## config.mk

```make
export PLATFORM = sky130hd
export DESIGN_NAME = mismatch_log_fifo
export DESIGN_NICKNAME = d
export VERILOG_FILES = /design/src/rtl/mismatch_log_fifo.sv
export SDC_FILE = /design/constraint.sdc
export NUM_CORES = 1
export LEC_CHECK = 0
export ABC_AREA = 1
export ABC_CLOCK_PERIOD_IN_PS = 1700
export BUFFER_PORTS_ARGS = -buffer_cell sky130_fd_sc_hd__buf_4
export CAP_MARGIN = 20
export CORE_MARGIN = 1
export CORE_UTILIZATION = 50
export DETAILED_ROUTE_END_ITERATION = 12
export GPL_ROUTABILITY_DRIVEN = 0
export PLACE_DENSITY = 0.74
export SETUP_SLACK_MARGIN = 0.15
export SYNTH_ARGS = -nofsm -noshare
export SYNTH_HDL_FRONTEND = slang
export SYNTH_SLANG_ARGS = --single-unit
```

## constraint.sdc

```tcl
create_clock -name clk -period 1.7 [get_ports clk]
set_input_delay 0.425 -clock clk [delete_from_list [all_inputs] [get_ports clk]]
set_output_delay 0.425 -clock clk [all_outputs]
set_load 0.01 [all_outputs]
```

## src/rtl/mismatch_log_fifo.sv

```systemverilog
// rtl/mismatch_log_fifo.sv - synchronous FIFO holding {addr, got, exp} mismatch log entries
module mismatch_log_fifo #(
    parameter int WIDTH = 8,
    parameter int DEPTH = 4
) (
    input  logic             clk,
    input  logic             rst,
    input  logic             clr,
    input  logic [WIDTH-1:0] in_tdata,
    input  logic             in_tvalid,
    output logic             in_tready,
    output logic [WIDTH-1:0] out_tdata,
    output logic             out_tvalid,
    input  logic             out_tready
);

    localparam int PTR_W = (DEPTH < 2) ? 1 : $clog2(DEPTH);
    localparam int CNT_W = $clog2(DEPTH + 1);
    localparam logic [PTR_W-1:0] LAST_IDX = PTR_W'(DEPTH - 1);
    localparam logic [CNT_W-1:0] FULL_CNT = CNT_W'(DEPTH);

    logic [WIDTH-1:0] mem [DEPTH];
    logic [PTR_W-1:0] wr_ptr;
    logic [PTR_W-1:0] rd_ptr;
    logic [CNT_W-1:0] count;
    logic             do_push;
    logic             do_pop;

    assign out_tvalid = (count != '0);
    // A full FIFO still takes a push when the head is popped in the same cycle.
    assign in_tready  = (count != FULL_CNT) || out_tready;
    assign do_pop     = out_tvalid && out_tready;
    assign do_push    = in_tvalid && in_tready;
    assign out_tdata  = mem[rd_ptr];

    // Pointer and occupancy bookkeeping; clr empties the FIFO without touching storage.
    always_ff @(posedge clk or posedge rst) begin
        if (rst) begin
            wr_ptr <= '0;
            rd_ptr <= '0;
            count  <= '0;
        end else if (clr) begin
            wr_ptr <= '0;
            rd_ptr <= '0;
            count  <= '0;
        end else begin
            if (do_push) begin
                wr_ptr <= (wr_ptr == LAST_IDX) ? '0 : wr_ptr + PTR_W'(1);
            end
            if (do_pop) begin
                rd_ptr <= (rd_ptr == LAST_IDX) ? '0 : rd_ptr + PTR_W'(1);
            end
            case ({do_push, do_pop})
                2'b10:   count <= count + CNT_W'(1);
                2'b01:   count <= count - CNT_W'(1);
                default: count <= count;
            endcase
        end
    end

    // Entry storage, written on every accepted push.
    always_ff @(posedge clk) begin
        if (do_push && !clr) begin
            mem[wr_ptr] <= in_tdata;
        end
    end

endmodule

```

==> qor.txt, run 1 <==
Failing checks: negative hold slack, negative setup slack
Worst R2R Start: count[1]$_DFFE_PP0P_
Max-slew violation count: 0
Main area contributors after synthesis: edfxtp_1, dfrtp_1, nor2_1, o21ai_0, ha_1
Antenna violations before repair: 0
Final total power: 0.00344 W
Num rows: 20
Leading area contributor after synthesis: edfxtp_1
Max frequency: 0.538 GHz
Hold Fails Final Rpt: 6
# hold bufs at CTS: 0
P_leak: 0.941 nW
Final net count: 210
Via count of the first global-routing pass: 1217
Startpoint types: flop
Min Hold Slack: -0.00445 ns
Global-route total usage across every layer: 0.231
Pwr/cell area: 1500 nW/um^2
Global-route wire length before repair: 5720 microns
Clock-pin slew on the worst setup and hold paths: 0.12 ns
Cell total after placement: 216
Footprint of the multi-input gates: 581 sq um
Endpoint type of the worst setup path: output pin
Endpoints failing setup: 10
Maximum net fanout on the critical path: 5
Clock root cell: clkbuf_4
Share of post-route cells with drive strength above 1: 0.406
Average via count per standard cell: 5.49
Post-synth top area share: 0.560
Detailed-route via count: 1295
Area post-placement: 1990 sq um
Max transition margin: 0.794
Number of clock buffers inserted by TritonCTS: 5
Maximum number of pins on one net before global-route repair: 18
Final wirelength: 4040 microns
Number of remaining DRC errors: 0
TritonRoute pass-1 iters: 4
Overall die area: 3670 sq um
Max clock buf depth: 2
Area added between synthesis and finish: 33.5%
Die height: 60.6 microns
Maximum level of the CTS H-tree: 2
Most used flip-flop cell after synthesis: edfxtp_1
Remaining antenna violation count: 0
Reg-to-reg critical path endpoint: count[2]$_DFFE_PP0P_
Synth cell count leaders: edfxtp_1, nor2_1, o21ai_0, inv_1, nand2_1
Final sum of negative setup slack: -1.15 ns
Insertion delay to the later sink of the worst-skew pair: 0.36 ns
Status: finished with violations
Core Area: 3150 sq um
Diode count: 0
Minimum setup slack among reg-to-reg paths: -0.03 ns
Final standard cell utilization of the core: 0.727
Design Area, Final: 2290 sq um
Port bufs: 22
Clock Skew: 0.0130 ns
Logic depth of the worst register-to-register path: 13
FF/Latch Area: 1140 sq um
Die Wd: 60.6 microns
Hold/Removal Path Class: in2async
Number of standard cells after synthesis: 145
Post-synth cell types: 22
Final cell count without fillers: 236
Seq/Total Area, Yosys: 0.662
Filler Cells Inserted: 209
Mapped Area: 1720 sq um
Aggregate global routing overflow: 0
Actual slew at the worst max-slew pin: 0.309 ns
Clock period minus worst slack: 1.86 ns
Starting Density: 0.544
Data arrival time of the worst path: 1.43 ns
Net count after synthesis: 164
Number of violations of the max-capacitance limit: 0
Routed len/inst: 17.1 microns
Count of state elements after synthesis: 39
Count of flip-flops with a built-in enable after synthesis: 32
CTS tree: yes
Unrepaired setup endpoints after global routing: yes
Crit Path Category: reg2out
Post-synthesis async set-or-reset flop share: 0.179
Mean instance size in the synthesized netlist: 11.8 sq um
Final setup slack of the worst path: -0.160 ns
HPWL after DPL: 2240 microns
Worst path required time: 1.27 ns
Number of sinks handled by clock tree synthesis: 39
Number of warnings printed during yosys synthesis: 0
Most instantiated library cell after synthesis: edfxtp_1
Highest ir drop seen on vdd: 703 uV
Io pins: 23
Drt first-iter violations: 90
Period utilisation layout: 1.09
## critical path, cell delays in order (launching register included)
cell	delay [ns]
dfrtp_2	0.51
buf_6	0.18
o21ai_4	0.14
o22ai_2	0.09
buf_4	0.15
## power breakdown
part           switching [W]  total (W)  internal, W  leakage [nW]
registers          0.0000804    0.00120      0.00112         0.382
clock network       0.000305   0.000764     0.000459        0.0525
logic               0.000803    0.00148     0.000676         0.507
total                0.00119    0.00344      0.00225         0.941
## per-layer routing
metal  vias to the layer above  track usage  share of wire
met5                         -            0              0
met4                         0       0.0942          0.023
met3                         8       0.0618          0.064
met2                        55        0.396           0.52
met1                       631        0.278           0.40
li1                        601            -              -
## through the flow
step / worst slack (ns) / hold slack, ns
floorplan: 0.0743 / 0.228
global placement: 0.0926 / 0.387
detailed placement: -0.0154 / 0.396
CTS: -0.116 / 0.00179
global route: -0.195 / 0.0153
finish: -0.160 / -0.00445
## flip-flops by register name, summed over array words and instances, names as in the netlist
register / flops
rd_ptr: 2
mem: 32
wr_ptr: 2
count: 3
## worst max path at each step
stage	from	cells after the start	slack [ns]	endpoint
final	rd_ptr[0]$_DFFE_PP0P_	4	-0.16	out_tdata[5]
after global routing	rd_ptr[0]$_DFFE_PP0P_	4	-0.20	out_tdata[6]
after CTS	rd_ptr[0]$_DFFE_PP0P_	4	-0.12	out_tdata[5]
after detailed placement	in_tvalid	13	-0.02	count[2]$_DFFE_PP0P_
after global placement	in_tvalid	13	0.09	count[2]$_DFFE_PP0P_
after floorplan	count[1]$_DFFE_PP0P_	13	0.07	count[2]$_DFFE_PP0P_
## cell usage in the layout (no fill, tap or decap), types with 5 or more instances in the layout
cell      instances
buf_6             8
buf_4            34
o21ai_1           6
ha_1              5
o21ai_2           6
o22ai_1           8
o21ai_0           6
edfxtp_1         32
clkbuf_4          5
nand2_1          12
nor2_1           17
dfrtp_1           6
inv_1            12
## repair_timing
item,CTS,global route
endpoints found under the setup margin,12,32
setup buffers,7,2
resized for setup,24,17
cloned,2,1
pin swaps,4,15
hold endpoints to repair,0,0
## logic make-up after synthesis
kind of cell / share of synthesized area
flops: 0.662
buf+inv: 0.0481
fa+ha+maj: 0.0481
simple gates: 0.154
compound gates: 0.0882
## area by class of cell
| type | instances | area share |
|---|---|---|
| clock inverter | 2 | 0.0262 |
| multi-input combinational | 86 | 0.253 |
| tap | 44 | 0.0240 |
| clock buffer | 6 | 0.0180 |
| sequential | 39 | 0.496 |
| timing repair inverter | 1 | 0.00273 |
| inverter | 16 | 0.0284 |
| timing repair buffer | 42 | 0.151 |
Note: power is estimated with default switching activity, not from simulation.
==> run 2: changes to the inputs <==
- BUFFER_PORTS_ARGS: -buffer_cell sky130_fd_sc_hd__buf_4 -> default
- CORE_UTILIZATION: 50 -> 55
- DONT_BUFFER_PORTS: default -> 1
- PLACE_DENSITY: 0.74 -> 0.73
==> qor.txt, run 2 (synthesized netlist as in run 1, its figures left out) <==
Status: finished with violations (unchanged)
Failing checks: design-rule violations, negative setup slack (was negative hold slack, negative setup slack)
Worst path required time: 1.27 ns (about the same)
Average via count per standard cell: 5.86 (was 5.49)
Detailed-route via count: 1154 (was 1295)
Highest ir drop seen on vdd: 860 uV (was 703 uV)
Most common library cell in the layout ignoring fill and taps: edfxtp_1 (was buf_4)
Max transition margin: 0.791 (was 0.794)
Number of clock buffers inserted by TritonCTS: 5 (unchanged)
Aggregate global routing overflow: 0 (unchanged)
Port bufs: 0 (was 22)
Unrepaired setup endpoints after global routing: yes (unchanged)
CP Cell Sequence: buf_6 > buf_12 > nor2_4 > o22ai_4 (was buf_6 > o21ai_4 > o22ai_2 > buf_4)
Met3 usage: 0.0759 (was 0.0618)
CTS tree: yes (unchanged)
Remaining antenna violation count: 0 (unchanged)
Longest individual stage delay on the worst path: 0.47 ns (was 0.51 ns)
Number of remaining DRC errors: 3 (was 0)
Max clock buf depth: 2 (unchanged)
Maximum level of the CTS H-tree: 2 (unchanged)
Period utilisation layout: 1.04 (was 1.09)
Final standard cell utilization of the core: 0.768 (was 0.727)
Routed len/inst: 18.7 microns (was 17.1 microns)
Max-slew violation count: 0 (unchanged)
Core Area: 2850 sq um (was 3150 sq um)
Final sum of negative setup slack: -0.261 ns (was -1.15 ns)
Starting Density: 0.602 (was 0.544)
Maximum number of pins on one net before global-route repair: 18 (unchanged)
Largest register FFs: 32 (unchanged)
Crit Path Category: reg2out (unchanged)
Worst setup timing slack at the placement stage: -0.0341 ns (was -0.0154 ns)
Global-route wire length before repair: 5390 microns (was 5720 microns)
Max frequency: 0.565 GHz (was 0.538 GHz)
Endpoints failing setup: 7 (was 10)
Share of post-route cells with drive strength above 1: 0.434 (was 0.406)
Final wirelength: 3680 microns (was 4040 microns)
Hold/Removal Path Class: in2reg (was in2async)
HPWL after DPL: 2130 microns (was 2240 microns)
Min Hold Slack: 0.160 ns (was -0.00445 ns)
Num rows: 19 (was 20)
GRT busiest layer: met2 (unchanged)
Met1 demand-to-capacity share in global routing: 0.249 (was 0.278)
Clock period minus worst slack: 1.77 ns (was 1.86 ns)
Most used cells in the layout excluding fill and tap cells: edfxtp_1, o21ai_1 (was buf_4, edfxtp_1, nor2_1)
Pwr/cell area: 1470 nW/um^2 (was 1500 nW/um^2)
Buffering stage count on the worst path with inverters included: 2 (unchanged)
Global-route total usage across every layer: 0.227 (was 0.231)
TritonRoute pass-1 iters: 8 (was 4)
Number of sinks handled by clock tree synthesis: 39 (unchanged)
Data arrival time of the worst path: 1.34 ns (was 1.43 ns)
Via count of the first global-routing pass: 1194 (was 1217)
Endpoint type of the worst setup path: output pin (unchanged)
Clock Skew: 0.00505 ns (was 0.0130 ns)
Overall die area: 3350 sq um (was 3670 sq um)
Actual slew at the worst max-slew pin: 0.313 ns (was 0.309 ns)
Cell family contributing the most delay on the critical path: flip-flops (unchanged)
Insertion delay to the later sink of the worst-skew pair: 0.35 ns (was 0.36 ns)
Cell with the largest stage delay on the worst path: dfrtp_2 (unchanged)
Clock-pin slew on the worst setup and hold paths: 0.12 ns (about the same)
Drt first-iter violations: 99 (was 90)
Die Wd: 57.9 microns (was 60.6 microns)
Io pins: 23 (unchanged)
Final setup slack of the worst path: -0.0686 ns (was -0.160 ns)
P_leak: 0.829 nW (was 0.941 nW)
Area added between synthesis and finish: 27.6% (was 33.5%)
Diode count: 0 (unchanged)
Hold Fails Final Rpt: 0 (was 6)
Top reg by flops: mem (unchanged)
Antenna violations before repair: 0 (unchanged)
Number of violations of the max-capacitance limit: 0 (unchanged)
Startpoint types: flop (unchanged)
Final net count: 184 (was 210)
Die height: 57.9 microns (was 60.6 microns)
Clock root cell: clkbuf_4 (unchanged)
Maximum net fanout on the critical path: 8 (was 5)
Registers with the most flip-flops: mem x32, count x3 (unchanged)
Met2 usage in global routing: 0.404 (was 0.396)
==> run 2: changes by cell type in the layout (fill, tap and decap cells not counted), moves of 6 or more <==
| cell | delta |
|---|---|
| buf_4 | -24 |
| o21ai_1 | +6 |
| nor2_4 | +8 |
| o22ai_1 | -7 |
| o21ai_0 | -6 |
| nor2_1 | -10 |
==> run 2: report_power, final <==
| group | internal, W | switching [W] | leakage [nW] |
|---|---|---|---|
| Combinational | 0.000554 | 0.000847 | 0.402 |
| Clock | 0.000309 | 0.000317 | 0.0452 |
| Sequential | 0.00112 | 0.0000685 | 0.382 |
==> run 2: area by class of cell <==
type / count / area, sq um
clock buffers: 5 / 37.5
repair buffers: 17 / 161
fillers: 171 / 663
clock inverters: 3 / 43.8
multi-input cells: 86 / 706
well taps: 31 / 38.8
inverters: 16 / 65.1
flip-flops and latches: 39 / 1140
==> run 2: routing by layer <==
layer | vias up | routed length (microns)
met4 | 0 | 83
met3 | 8 | 195
li1 | 553 | -
met1 | 559 | 1450
met5 | - | 0
met2 | 34 | 1960
==> run 2: path summary, 6_finish.rpt <==
check                                           start                     to  slack (ns)  depth (start not counted)
worst max-delay path            rd_ptr[0]$_DFFE_PP0P_           out_tdata[4]       -0.07                          4
worst min-delay path                      in_tdata[2]    mem[0][2]$_DFFE_PP_        0.16                          0
worst max register to register   count[1]$_DFFE_PP0P_   count[2]$_DFFE_PP0P_        0.02                         13
worst min register to register   count[2]$_DFFE_PP0P_   count[2]$_DFFE_PP0P_        0.60                          2
max in group asynchronous                         rst  rd_ptr[0]$_DFFE_PP0P_        1.00                          2
min in group asynchronous                         rst  rd_ptr[1]$_DFFE_PP0P_        0.45                          2
==> run 2: worst register-to-register path, cell delays in order (launching register included) <==
cell and delay (ns):
dfrtp_1 0.43, nor2_4 0.15, nand2_4 0.10, nand3_4 0.08
inv_2 0.04, fa_2 0.34, inv_2 0.06, nand2_2 0.05
nand2_2 0.07, inv_2 0.04, nand2_2 0.05, nand2_1 0.05
nand3_1 0.06, nand2_1 0.05
==> run 2: per-stage QoR <==
| step | area [sq um] | power (W) | cells |
|---|---|---|---|
| global placement | 1820 | 0.00200 | 182 |
| CTS | 2070 | 0.00296 | 196 |
| floorplan | 1730 | 0.00183 | 145 |
| detailed placement | 1820 | 0.00205 | 182 |
| global route | 2190 | 0.00337 | 197 |
| finish | 2190 | 0.00322 | 197 |
==> run 2: what timing repair did <==
| item | CTS | global route |
|---|---|---|
| setup buffers | 4 | 1 |
| gates resized for setup | 34 | 43 |
| endpoints found under the hold margin | 7 | 0 |
| endpoints found under the setup margin | 10 | 11 |
| gates cloned | 1 | 0 |
| pin swaps | 9 | 12 |
| hold buffers | 1 | 0 |
==> run 3: changes to the inputs <==
- CORE_ASPECT_RATIO: default -> 1.2
- CORE_UTILIZATION: 55 -> 58
- CTS_BUF_LIST: default -> sky130_fd_sc_hd__clkbuf_4
- PLACE_DENSITY: 0.73 -> 0.76
==> qor.txt, run 3 (synthesized netlist as in run 1, its figures left out) <==
Starting Density: 0.611 (was 0.602)
Global-route total usage across every layer: 0.222 (was 0.227)
Clock Skew: 0.0103 ns (was 0.00505 ns)
Min Hold Slack: 0.173 ns (was 0.160 ns)
Reg-to-reg critical path endpoint: count[2]$_DFFE_PP0P_ (unchanged)
Endpoints failing setup: 8 (was 7)
Fraction of power consumed by combinational cells: 0.478 (was 0.436)
Registers with the most flip-flops: mem x32, count x3 (unchanged)
Number of sinks handled by clock tree synthesis: 39 (unchanged)
Drt first-iter violations: 47 (was 99)
Longest individual stage delay on the worst path: 0.47 ns (about the same)
Actual slew at the worst max-slew pin: 0.301 ns (was 0.313 ns)
Area post-placement: 1810 sq um (was 1820 sq um)
Number of violations of the max-capacitance limit: 0 (unchanged)
Unrepaired setup endpoints after global routing: yes (unchanged)
Num rows: 21 (was 19)
Final cell count without fillers: 202 (was 197)
Highest ir drop seen on vdd: 1310 uV (was 860 uV)
Routed len/inst: 17.2 microns (was 18.7 microns)
Port bufs: 0 (unchanged)
Most common library cell in the layout ignoring fill and taps: edfxtp_1 (unchanged)
Max transition margin: 0.799 (was 0.791)
Die Wd: 51.7 microns (was 57.9 microns)
Proportion of power drawn by flip-flops and latches: 0.381 (was 0.369)
Cell depth of the worst setup path: 4 (unchanged)
Area added between synthesis and finish: 28.4% (was 27.6%)
Pwr/cell area: 1420 nW/um^2 (was 1470 nW/um^2)
Period utilisation layout: 1.02 (was 1.04)
Hold/Removal Path Class: in2reg (unchanged)
Global-route wire length before repair: 4800 microns (was 5390 microns)
Sw frac: 0.386 (was 0.383)
Share of post-route cells with drive strength above 1: 0.435 (was 0.434)
Worst hold path startpoint: in_tdata[4] (was in_tdata[2])
Data arrival time of the worst path: 1.31 ns (was 1.34 ns)
Aggregate global routing overflow: 0 (unchanged)
Logic depth of the worst register-to-register path: 13 (unchanged)
Final standard cell utilization of the core: 0.784 (was 0.768)
Cell family contributing the most delay on the critical path: flip-flops (unchanged)
Capture endpoint of the worst hold path: mem[3][4]$_DFFE_PP_ (was mem[0][2]$_DFFE_PP_)
P_leak: 0.818 nW (was 0.829 nW)
Clock-pin slew on the worst setup and hold paths: 0.11 ns (was 0.12 ns)
Number of clock buffers inserted by TritonCTS: 5 (unchanged)
Worst path required time: 1.27 ns (about the same)
Average via count per standard cell: 5.82 (was 5.86)
Largest register FFs: 32 (unchanged)
Die height: 61.6 microns (was 57.9 microns)
Hold Path Stages: 0 (unchanged)
Io pins: 23 (unchanged)
Cell with the largest stage delay on the worst path: dfrtp_2 (unchanged)
TritonRoute pass-1 iters: 4 (was 8)
Final wirelength: 3470 microns (was 3680 microns)
Share of power burned in the clock network: 0.141 (was 0.195)
Number of remaining DRC errors: 0 (was 3)
Maximum number of pins on one net before global-route repair: 18 (unchanged)
Diode count: 0 (unchanged)
Overall die area: 3180 sq um (was 3350 sq um)
Worst R2R Start: count[1]$_DFFE_PP0P_ (unchanged)
Footprint of the multi-input gates: 714 sq um (was 706 sq um)
Clock period minus worst slack: 1.74 ns (was 1.77 ns)
Minimum setup slack among reg-to-reg paths: -0.02 ns (was 0.02 ns)
Insertion delay to the later sink of the worst-skew pair: 0.34 ns (was 0.35 ns)
Status: finished with violations (unchanged)
Buffering stage count on the worst path with inverters included: 2 (unchanged)
Detailed-route via count: 1175 (was 1154)
Filler Cells Inserted: 153 (was 171)
FF/Latch Area: 1140 sq um (about the same)
Maximum level of the CTS H-tree: 2 (unchanged)
CTS tree: yes (unchanged)
Crit Path Category: reg2out (unchanged)
CP Cell Sequence: buf_6 > buf_12 > nor2_4 > o22ai_4 (unchanged)
Core Area: 2810 sq um (was 2850 sq um)
Maximum net fanout on the critical path: 8 (unchanged)
Final setup slack of the worst path: -0.0378 ns (was -0.0686 ns)
Top reg by flops: mem (unchanged)
Design Area, Final: 2200 sq um (was 2190 sq um)
Clock root cell: clkbuf_4 (unchanged)
Startpoint types: flop (unchanged)
Failing checks: negative setup slack (was design-rule violations, negative setup slack)
Antenna violations before repair: 0 (unchanged)
Final net count: 186 (was 184)
Remaining antenna violation count: 0 (unchanged)
Endpoint type of the worst setup path: output pin (unchanged)
Via count of the first global-routing pass: 1084 (was 1194)
Final sum of negative setup slack: -0.178 ns (was -0.261 ns)
HPWL after DPL: 2020 microns (was 2130 microns)
Max-slew violation count: 0 (unchanged)
Cell total after placement: 184 (was 182)
Max clock buf depth: 2 (unchanged)
Max frequency: 0.575 GHz (was 0.565 GHz)
Hold Fails Final Rpt: 0 (unchanged)
Int Pwr: 0.00192 W (was 0.00198 W)
Sw Pwr: 0.00121 W (was 0.00123 W)
Most used cells in the layout excluding fill and tap cells: edfxtp_1, o21ai_1, inv_1, nand2_1, buf_6 (was edfxtp_1, o21ai_1)
## run 3: routing by layer
layer,global-route usage,up-vias,routed length [microns]
li1,-,554,-
met1,0.232,557,1250
met2,0.401,53,1880
met3,0.0765,11,259
met4,0.108,0,82
met5,0,-,0
## run 3: what timing repair did
item | CTS | global route
endpoints found under the hold margin | 7 | 0
setup endpoints to repair | 11 | 11
gates resized for setup | 42 | 37
setup buffers | 6 | 2
pin swaps | 14 | 8
hold buffers | 1 | 0
cloned | 1 | 0
## run 3: layout make-up
cell class / count / share of cell area
sequential: 39 / 0.516
multi-input combinational: 86 / 0.324
timing repair buffer: 19 / 0.0868
inverter: 16 / 0.0295
clock buffer: 6 / 0.0204
tap: 34 / 0.0193
clock inverter: 2 / 0.00341
## run 3: how the worst max path moves through the flow
stage,startpoint,endpoint
after global routing,count[1]$_DFFE_PP0P_,count[2]$_DFFE_PP0P_
after CTS,rd_ptr[0]$_DFFE_PP0P_,out_tdata[2]
after floorplan,count[1]$_DFFE_PP0P_,count[2]$_DFFE_PP0P_
after global placement,count[1]$_DFFE_PP0P_,count[2]$_DFFE_PP0P_
after detailed placement,count[1]$_DFFE_PP0P_,count[2]$_DFFE_PP0P_
final,rd_ptr[0]$_DFFE_PP0P_,out_tdata[5]
## run 3: per-stage QoR
| step | power (W) | setup WS [ns] |
|---|---|---|
| 2_1_floorplan | 0.00183 | 0.0743 |
| 3_3_place_gp | 0.00201 | 0.0796 |
| 3_5_place_dp | 0.00205 | -0.0368 |
| 4_1_cts | 0.00284 | -0.00858 |
| 5_1_grt | 0.00328 | -0.0966 |
| 6_report | 0.00313 | -0.0378 |
## run 3: power by group through the flow
stage	clock network, W	logic (W)	registers (W)
floorplan	0	0.000635	0.00120
global placement	0	0.000824	0.00118
detailed placement	0	0.000864	0.00119
CTS	0.000445	0.00122	0.00118
global route	0.000481	0.00160	0.00120
finish	0.000442	0.00149	0.00119
